File: config.mk
export PLATFORM = sky130hd
export DESIGN_NAME = imm_decode_stage
export DESIGN_NICKNAME = d
export VERILOG_FILES = /design/src/rtl/imm_decode_stage.sv
export SDC_FILE = /design/constraint.sdc
export NUM_CORES = 1
export LEC_CHECK = 0
export BUFFER_PORTS_ARGS = -buffer_cell sky130_fd_sc_hd__buf_2
export CORE_ASPECT_RATIO = 0.5
export CORE_MARGIN = 3
export CORE_UTILIZATION = 45
export CTS_BUF_LIST = sky130_fd_sc_hd__clkbuf_4
export DETAILED_ROUTE_END_ITERATION = 6
export GPL_ROUTABILITY_DRIVEN = 0
export PLACE_DENSITY = 0.71
export SYNTH_ARGS = -nofsm -noshare
export SYNTH_HDL_FRONTEND = slang
export SYNTH_SLANG_ARGS = --single-unit
export TNS_END_PERCENT = 100
File: constraint.sdc
create_clock -name clk -period 4.55 [get_ports clk]
set_input_delay 0.2275 -clock clk [delete_from_list [all_inputs] [get_ports clk]]
set_output_delay 0.2275 -clock clk [all_outputs]
set_load 0.01 [all_outputs]
File: src/rtl/imm_decode_stage.sv
// ---------------------------------------------------------------------------
// imm_decode_stage
//
// Pipelined immediate generator for the RV32I datapath. A 32-bit instruction
// is decoded combinationally on the input side (format resolution plus
// immediate construction), then carried through DEPTH elastic register
// slices together with its format code, illegal flag and sideband tag.
//
// Parameters
//   XLEN        output immediate width (32 or 64)
//   DEPTH       number of register slices (1..4)
//   AUTO_DECODE 1: format decoded from instr[6:0]; 0: taken from in_imm_src
//   TAG_W       width of the sideband tag
//
// Ports
//   clk, reset      rising-edge clock, synchronous active-high reset
//   in_valid/ready  input handshake (in_ready is combinational from out_ready)
//   in_instr        raw instruction
//   in_imm_src      explicit format code (000 I,001 S,010 B,011 J,100 U,101 R)
//   in_tag          sideband, passed through unchanged
//   out_valid/ready output handshake
//   out_imm         sign-extended immediate (0 for R and illegal)
//   out_fmt         resolved format code, 111 = illegal
//   out_illegal     unknown opcode or format code
//   out_tag         tag matching out_imm
//   illegal_count   saturating count of illegal instructions delivered
// ---------------------------------------------------------------------------
module imm_decode_stage #(
  parameter int XLEN        = 32,
  parameter int DEPTH       = 1,
  parameter int AUTO_DECODE = 1,
  parameter int TAG_W       = 8
) (
  input  logic             clk,
  input  logic             reset,
  input  logic             in_valid,
  output logic             in_ready,
  input  logic [31:0]      in_instr,
  input  logic [2:0]       in_imm_src,
  input  logic [TAG_W-1:0] in_tag,
  output logic             out_valid,
  input  logic             out_ready,
  output logic [XLEN-1:0]  out_imm,
  output logic [2:0]       out_fmt,
  output logic             out_illegal,
  output logic [TAG_W-1:0] out_tag,
  output logic [15:0]      illegal_count
);

  localparam logic [2:0] FMT_I   = 3'b000;
  localparam logic [2:0] FMT_S   = 3'b001;
  localparam logic [2:0] FMT_B   = 3'b010;
  localparam logic [2:0] FMT_J   = 3'b011;
  localparam logic [2:0] FMT_U   = 3'b100;
  localparam logic [2:0] FMT_R   = 3'b101;
  localparam logic [2:0] FMT_BAD = 3'b111;

  // -------------------------------------------------------------------------
  // Input-side decode
  // -------------------------------------------------------------------------
  logic [6:0]        opcode;
  logic [2:0]        dec_fmt;
  logic [2:0]        sel_fmt;
  logic              dec_illegal;
  logic [2:0]        dec_fmt_res;
  logic signed [31:0] dec_imm32;
  logic [XLEN-1:0]   dec_imm;

  assign opcode = in_instr[6:0];

  always_comb begin
    dec_fmt = FMT_BAD;
    case (opcode)
      7'b0010011, 7'b0000011, 7'b1100111, 7'b1110011: dec_fmt = FMT_I;
      7'b0100011:                                     dec_fmt = FMT_S;
      7'b1100011:                                     dec_fmt = FMT_B;
      7'b1101111:                                     dec_fmt = FMT_J;
      7'b0110111, 7'b0010111:                         dec_fmt = FMT_U;
      7'b0110011:                                     dec_fmt = FMT_R;
      default:                                        dec_fmt = FMT_BAD;
    endcase
  end

  // Both sources stay referenced so either build mode elaborates cleanly.
  assign sel_fmt     = (AUTO_DECODE != 0) ? dec_fmt : in_imm_src;
  // Codes 110 and 111 are both illegal; they are reported uniformly as 111.
  assign dec_illegal = (sel_fmt[2:1] == 2'b11);
  assign dec_fmt_res = dec_illegal ? FMT_BAD : sel_fmt;

  always_comb begin
    dec_imm32 = '0;
    case (dec_fmt_res)
      FMT_I: dec_imm32 = {{20{in_instr[31]}}, in_instr[31:20]};
      FMT_S: dec_imm32 = {{20{in_instr[31]}}, in_instr[31:25], in_instr[11:7]};
      FMT_B: dec_imm32 = {{19{in_instr[31]}}, in_instr[31], in_instr[7],
                          in_instr[30:25], in_instr[11:8], 1'b0};
      FMT_J: dec_imm32 = {{11{in_instr[31]}}, in_instr[31], in_instr[19:12],
                          in_instr[20], in_instr[30:21], 1'b0};
      FMT_U: dec_imm32 = {in_instr[31:12], 12'b0};
      default: dec_imm32 = '0;
    endcase
  end

  // Signed cast sign-extends bit 31 up to XLEN (no-op when XLEN is 32).
  assign dec_imm = XLEN'(dec_imm32);

  // -------------------------------------------------------------------------
  // Elastic slice chain
  // -------------------------------------------------------------------------
  logic [DEPTH-1:0] vld_reg;
  logic [XLEN-1:0]  imm_reg [DEPTH];
  logic [2:0]       fmt_reg [DEPTH];
  logic [DEPTH-1:0] ill_reg;
  logic [TAG_W-1:0] tag_reg [DEPTH];
  logic [15:0]      cnt_reg;
  logic [DEPTH-1:0] load;

  // Slice k can load when it is empty or its contents leave this cycle.
  // Unrolling that recursion: slice k loads unless slices k..DEPTH-1 are all
  // full and the output is stalled. Written flat to avoid a combinational
  // chain through the same vector.
  generate
    for (genvar gi = 0; gi < DEPTH; gi++) begin : g_load
      localparam logic [DEPTH-1:0] LOW_MASK = DEPTH'((1 << gi) - 1);
      assign load[gi] = out_ready | ~(&(vld_reg | LOW_MASK));
    end
  endgenerate

  assign in_ready = load[0];

  always_ff @(posedge clk) begin
    if (reset) begin
      vld_reg <= '0;
      ill_reg <= '0;
      cnt_reg <= '0;
      for (int k = 0; k < DEPTH; k++) begin
        imm_reg[k] <= '0;
        fmt_reg[k] <= '0;
        tag_reg[k] <= '0;
      end
    end else begin
      if (load[0]) begin
        vld_reg[0] <= in_valid;
        if (in_valid) begin
          imm_reg[0] <= dec_imm;
          fmt_reg[0] <= dec_fmt_res;
          ill_reg[0] <= dec_illegal;
          tag_reg[0] <= in_tag;
        end
      end
      for (int k = 1; k < DEPTH; k++) begin
        if (load[k]) begin
          vld_reg[k] <= vld_reg[k-1];
          if (vld_reg[k-1]) begin
            imm_reg[k] <= imm_reg[k-1];
            fmt_reg[k] <= fmt_reg[k-1];
            ill_reg[k] <= ill_reg[k-1];
            tag_reg[k] <= tag_reg[k-1];
          end
        end
      end
      if (vld_reg[DEPTH-1] && out_ready && ill_reg[DEPTH-1] && (cnt_reg != 16'hFFFF)) begin
        cnt_reg <= cnt_reg + 16'd1;
      end
    end
  end

  assign out_valid     = vld_reg[DEPTH-1];
  assign out_imm       = imm_reg[DEPTH-1];
  assign out_fmt       = fmt_reg[DEPTH-1];
  assign out_illegal   = ill_reg[DEPTH-1];
  assign out_tag       = tag_reg[DEPTH-1];
  assign illegal_count = cnt_reg;

endmodule
Word level (Yosys, flattened, before mapping). Memory sizes are Yosys's and may differ from the RTL's. Index checks and enable logic that the tools add are counted.

Reduce and logical (&&, ||, !) cells: 10. Muxes and demuxes: 15. Eq/ne operators: 16. Add/sub/neg operators: 1. Bitwise gates (word level): 2.

Operator list (count): 32-bit one-hot mux with 5 select lines (1); 32-bit two-way mux (1); 32-bit OR reduction (1); 7-bit equality test, second input constant (4); 7-bit by 6-bit equality test with 1-bit output, second input constant (3); 3-bit one-hot mux with 6 select lines (1); 16-bit by 1-bit adder with 16-bit output, second input constant (1); 16-bit != test, second input constant (1); 7-bit by 5-bit equality test with 1-bit output, second input constant (2); 1-bit two-way mux (9); 8-bit two-way mux (1); 8-bit OR reduction (1); 7-bit by 2-bit equality test with 1-bit output, second input constant (1); 3-bit by 2-bit equality test with 1-bit output, second input constant (2); 3-bit two-way mux (2); 4-bit OR reduction (1); 3-bit by 1-bit equality test with 1-bit output, second input constant (1); 3-bit equality test, second input constant (1); 1-bit logical AND (3); 3-bit logical NOT (1); 3-bit OR reduction (1); 2-bit equality test, second input constant (1); 2-bit AND reduction (1); 2-bit OR reduction (1); 2 further kinds (2).

Memory bits (writable): 43. Memories kept: 3. Register bits: 18.

Memory list: imm_reg (depth 1, bits a word 32, read ports 1, clocked after Yosys merged registers in 0, write ports 1, line 111) `logic [XLEN-1:0] imm_reg [DEPTH];`; tag_reg (depth 1, bits a word 8, read ports 1, clocked after Yosys merged registers in 0, write ports 1, line 114) `logic [TAG_W-1:0] tag_reg [DEPTH];`; fmt_reg (depth 1, bits a word 3, read ports 1, clocked after Yosys merged registers in 0, write ports 1, line 112) `logic [2:0] fmt_reg [DEPTH];`.

Depth between registers and ports, before layout.
Depth in word-level cells: 8. Depth in mapped cells: 6. Gate-level depth less buffers: 4.

Worst setup path before layout. No wires, ideal clock.

Path kind: input -> register. Start: in reset. End: mem fmt_reg[0][0] (enable). Required time: 4.143 ns. Cell stages on the path: 3. Setup slack: 2.248 ns. Setup time: 0.407 ns. Arrival: 1.895 ns. Path through: clkbuf_1 > buf_1 > nand2b_1.

Longest elaborated chain between the ends: 4.

Ends and longest elaborated chain: start, declared (line 35) `input logic reset,`; 1-bit two-way mux (line 132) `if (reset) begin`; 1-bit two-way mux (not written as such) (line 146) `fmt_reg[0] <= dec_fmt_res;`; 3-bit OR reduction (no line); 1-bit two-way mux (no line) (*); end, declared (line 112).

Every way passes the cells marked *; elsewhere a longest branch is shown, timed or not.

Worst setup path after layout.
Start: reg vld_reg (netlist: out_valid). End: mem imm_reg[0][17] (data pin).

Longest elaborated chain between the ends: 7.

Ends and longest elaborated chain: start, declared (line 110) `logic [DEPTH-1:0] vld_reg;`; start signal, assigned by index (line 153) `vld_reg[k] <= vld_reg[k-1];`; 1-bit inverter (line 125) `assign load[gi] = out_ready | ~(&(vld_reg | LOW_MASK));`; 1-bit OR (line 125); 1-bit two-way mux (line 142) `if (load[0]) begin`; 1-bit two-way mux (line 132); 1-bit two-way mux (not written as such) (line 145) `imm_reg[0] <= dec_imm;`; 32-bit OR reduction (no line); 32-bit two-way mux (no line); end, declared (line 111).

No other way between the ends.

==> flow_summary_export.csv <==
group,metric,value,unit
outcome,outcome,"complete, no violations",
drt,remaining_drc_errors,0,
setup_path,critPathLaunch,"out_valid",
setup_path,critical-path-max-stage-delay,0.78,ns
power,switching_share,0.2756,
power,p_seq_frac,0.582,
logic_synthesis,post_synth_num_cell_types,57,
sta,clock.fmax,0.4207,GHz
clocking,worst_skew_pair.late_latency,0.42,ns
sta,grt_setup_unrepaired,"no",
drt,detail-route-antenna-nets,0,
sta,slew_headroom,0.2123,
setup_path,worst_r2r_start,"out_valid",
sta,report.final.hold_viol_count,0,
clocking,clk_pin_slew,0.11,ns
min_path,timing.hold.worst.class,"in -> reg",
setup_path,timing.critical_path.slowest_stage_cell,"nor3b_2",
drt,detail_route.iter0.violations,123,
placement,place.detailed.hpwl,5.165,mm
grt,grt_util_met3,0.06452,
drt,routed_wl,7.230,mm
setup_path,crit_fanout,25,
clocking,cts_buffers,9,
sta,final_min_period_over_clock_period,0.5224,
logic_synthesis,synth_fp_nets,344,
clocking,cts.repair_timing.setup_buffer_count,0,
power,worst_ir_drop_vdd,0.1232,mV
grt,grtUsageMet2,0.2898,
setup_path,category_of_the_most_critical_setup_path,"reg -> reg",
logic_synthesis,synth_enable_flop_cells,43,
logic_synthesis,synth_seq_cells,61,
floorplanning,area_of_the_die,8045,µm²
final_layout,post_route_cells_drive_above_1_share,0.3593,
sta,finalSetupTns,0,ns
power,power.density_cell_area,284.0,nW/µm²
clocking,tritoncts_clock_tree,"yes",
sta,slew_viol_final,0,
logic_synthesis,asyncSetResetFlopFracSynth,0,
sta,setup_viol,0,
setup_path,path_cells,"nand2b_1 > nor3b_2 > o211ai_2 > a21oi_1",
drt,wl_per_cell,14.88,µm
grt,most_crowded_layer_after_global_routing,"met2",
floorplanning,core_area,6381,µm²
grt,antenna_found_initial,0,
setup_path,worstPathBufferInverterCount,0,
final_layout,finish.instance_area,3780,µm²
logic_synthesis,synth_warnings,0,
power,design_power_total,1.073,mW
clocking,ctsResizeCount,0,
clocking,cts.htree.levels,3,
sta,tightest_slew,1.169,ns
drt,drt_pass1_iterations,4,
clocking,numClockSinks,61,
floorplanning,num_io_pins,109,
floorplanning,die_y,64.94,µm
sta,skew_final,0.009614,ns
setup_path,critPathTopFamily,"compound AO/OA/AOI/OAI gates",
floorplanning,die_w,123.9,µm
power,pwr-share-comb,0.111,
logic_synthesis,post_synth_inst_count,296,
grt,first_global_vias,2324,
power,clock_power_share,0.307,
setup_path,timing.critical_path.required,4.79,ns
grt,grt.met1_usage,0.2208,
grt,grt_util_all_layers,0.1806,
setup_path,worstSetupStartpointType,"flip-flop",
logic_synthesis,synthFlopType,"edfxtp_1",
power,p_int,0.7776,mW
sta,min_period,2.377,ns
clocking,clock_tree.root_cell,"clkbuf_4",
drt,viasPerCell,5.329,
final_layout,largest_reg_flops,32,
final_layout,n_fill_cell,564,
grt,wire_length_of_the_first_global_routing_pass,11.12,mm
logic_synthesis,avgSynthCellArea,10.56,µm²
floorplanning,num_rows,20,
final_layout,antenna_cells_inserted,0,
final_layout,final_net_count,441,
logic_synthesis,ys_seq_area_frac,0.5282,
clocking,cts_hold_repair.buffers,0,
clocking,cts-root-to-sink-buffers,2,
setup_path,worstPathArrival,2.62,ns
grt,grt.overflow.total,0,
floorplanning,floorplan.initialDensity,0.4900,
drt,vias,2590,
final_layout,flow.area_growth_from_synthesis,20.89,%
placement,dpl_cell_area,3661,µm²
grt,grt_start_max_net_pins,44,
logic_synthesis,netlist_area,3127,µm²
job,cap_violations,0,
placement,port_buffers,105,
power,total_switching_power,0.2958,mW
min_path,hp-start,"in_tag[2]",
setup_path,endpoint_kind,"flip-flop",
power,power.static_leakage,1.573,nW
## power groups by stage
stage | clock network (mW) | logic, mW | registers, mW
5_1_grt | 0.367 | 0.131 | 0.627
3_5_place_dp | 0 | 0.119 | 0.638
2_1_floorplan | 0 | 0.0495 | 0.652
6_report | 0.330 | 0.119 | 0.625
3_3_place_gp | 0 | 0.116 | 0.637
4_1_cts | 0.343 | 0.119 | 0.625
## cells in the mapped netlist (2+ instances only)
cell type,number,area [µm²]
buf_6,2,22.52
mux2_2,7,78.83
nor4b_1,2,17.52
and2_1,12,75.07
o211ai_1,5,37.54
clkbuf_1,6,22.52
and4_4,4,45.04
nand4_1,4,25.02
nor4_1,2,12.51
nor2b_1,11,68.82
buf_4,2,15.01
a2111oi_4,2,55.05
nand3_1,7,35.03
nor3_1,3,15.01
o21ai_0,3,15.01
or4_1,6,45.04
buf_2,8,40.04
nand2b_1,7,43.79
a21oi_1,40,200.2
dfxtp_1,18,360.4
inv_1,5,18.77
a211oi_1,2,15.01
edfxtp_1,43,1291
o31ai_1,4,30.03
nor2_1,14,52.55
and3_1,13,81.33
nand2_1,34,127.6
## layout by cell type, fill, tap and decap left out, types with 2 or more instances in the layout
cell | Yosys | final
nor3_1 | 3 | 3
dfxtp_1 | 18 | 18
nor2b_1 | 11 | 11
o21ai_0 | 3 | 3
a2111oi_4 | 2 | 2
nand2_1 | 34 | 34
nand2b_1 | 7 | 6
clkinvlp_4 | 0 | 2
nor4b_1 | 2 | 2
edfxtp_1 | 43 | 43
and4_4 | 4 | 4
clkinv_4 | 0 | 2
and2_1 | 12 | 12
nor4_1 | 2 | 2
o211ai_1 | 5 | 5
clkinv_2 | 0 | 2
mux2_2 | 7 | 7
nor2_1 | 14 | 14
o31ai_1 | 4 | 4
nand3_1 | 7 | 7
clkbuf_4 | 0 | 9
nand4_1 | 4 | 4
buf_2 | 8 | 105
a21oi_1 | 40 | 40
inv_1 | 5 | 5
or4_1 | 6 | 6
a211oi_1 | 2 | 2
and3_1 | 13 | 13
## final cells by class
| type | count | area [µm²] | area share |
|---|---|---|---|
| clock buffer | 9 | 67.56 | 0.01787 |
| tap | 88 | 110.1 | 0.02913 |
| multi-input combinational | 211 | 1355 | 0.3585 |
| clock inverter | 7 | 51.30 | 0.01357 |
| inverter | 5 | 18.77 | 0.004965 |
| timing repair buffer | 105 | 525.5 | 0.1390 |
| sequential | 61 | 1652 | 0.4369 |
## through the flow
stage	worst slack, ns	utilization	instances	hold slack, ns
after global routing	1.898	0.5924	486	0.05142
after CTS	2.156	0.5924	486	0.04035
after floorplan	2.248	-	296	0.3965
after detailed placement	2.114	0.5737	470	0.4963
final	2.173	0.5924	486	0.08090
after global placement	2.164	0.5737	470	0.4732
## layer usage
| metal | vias to the layer above | share of wire |
|---|---|---|
| li1 | 1297 | - |
| met1 | 1179 | 0.42 |
| met2 | 104 | 0.48 |
| met3 | 10 | 0.095 |
| met4 | 0 | 0.012 |
| met5 | - | 0 |
## kinds of logic (layout without fill, tap and decap cells)
| logic type | Yosys count | after routing | share of synthesized area |
|---|---|---|---|
| xor gates and xnor gates | 1 | 1 | 0.002802 |
| AOI/OAI and AO/OA | 69 | 69 | 0.1513 |
| DFF | 61 | 61 | 0.5282 |
| and+or+nand+nor | 131 | 131 | 0.2425 |
| muxes | 9 | 9 | 0.03201 |
| adders and majority gates | 1 | 1 | 0.004001 |
| buffers and inverters | 24 | 126 | 0.03921 |
## path summary, 6_finish.rpt
check	endpoint	slack, ns	cells after the start
worst max-delay path	imm_reg[0][17]	2.17	4
worst min-delay path	tag_reg[0][2]	0.08	2
worst max register to register	imm_reg[0][17]	2.17	4
worst min register to register	illegal_count[1]	0.51	2
Note: power is estimated with default switching activity, not from simulation.
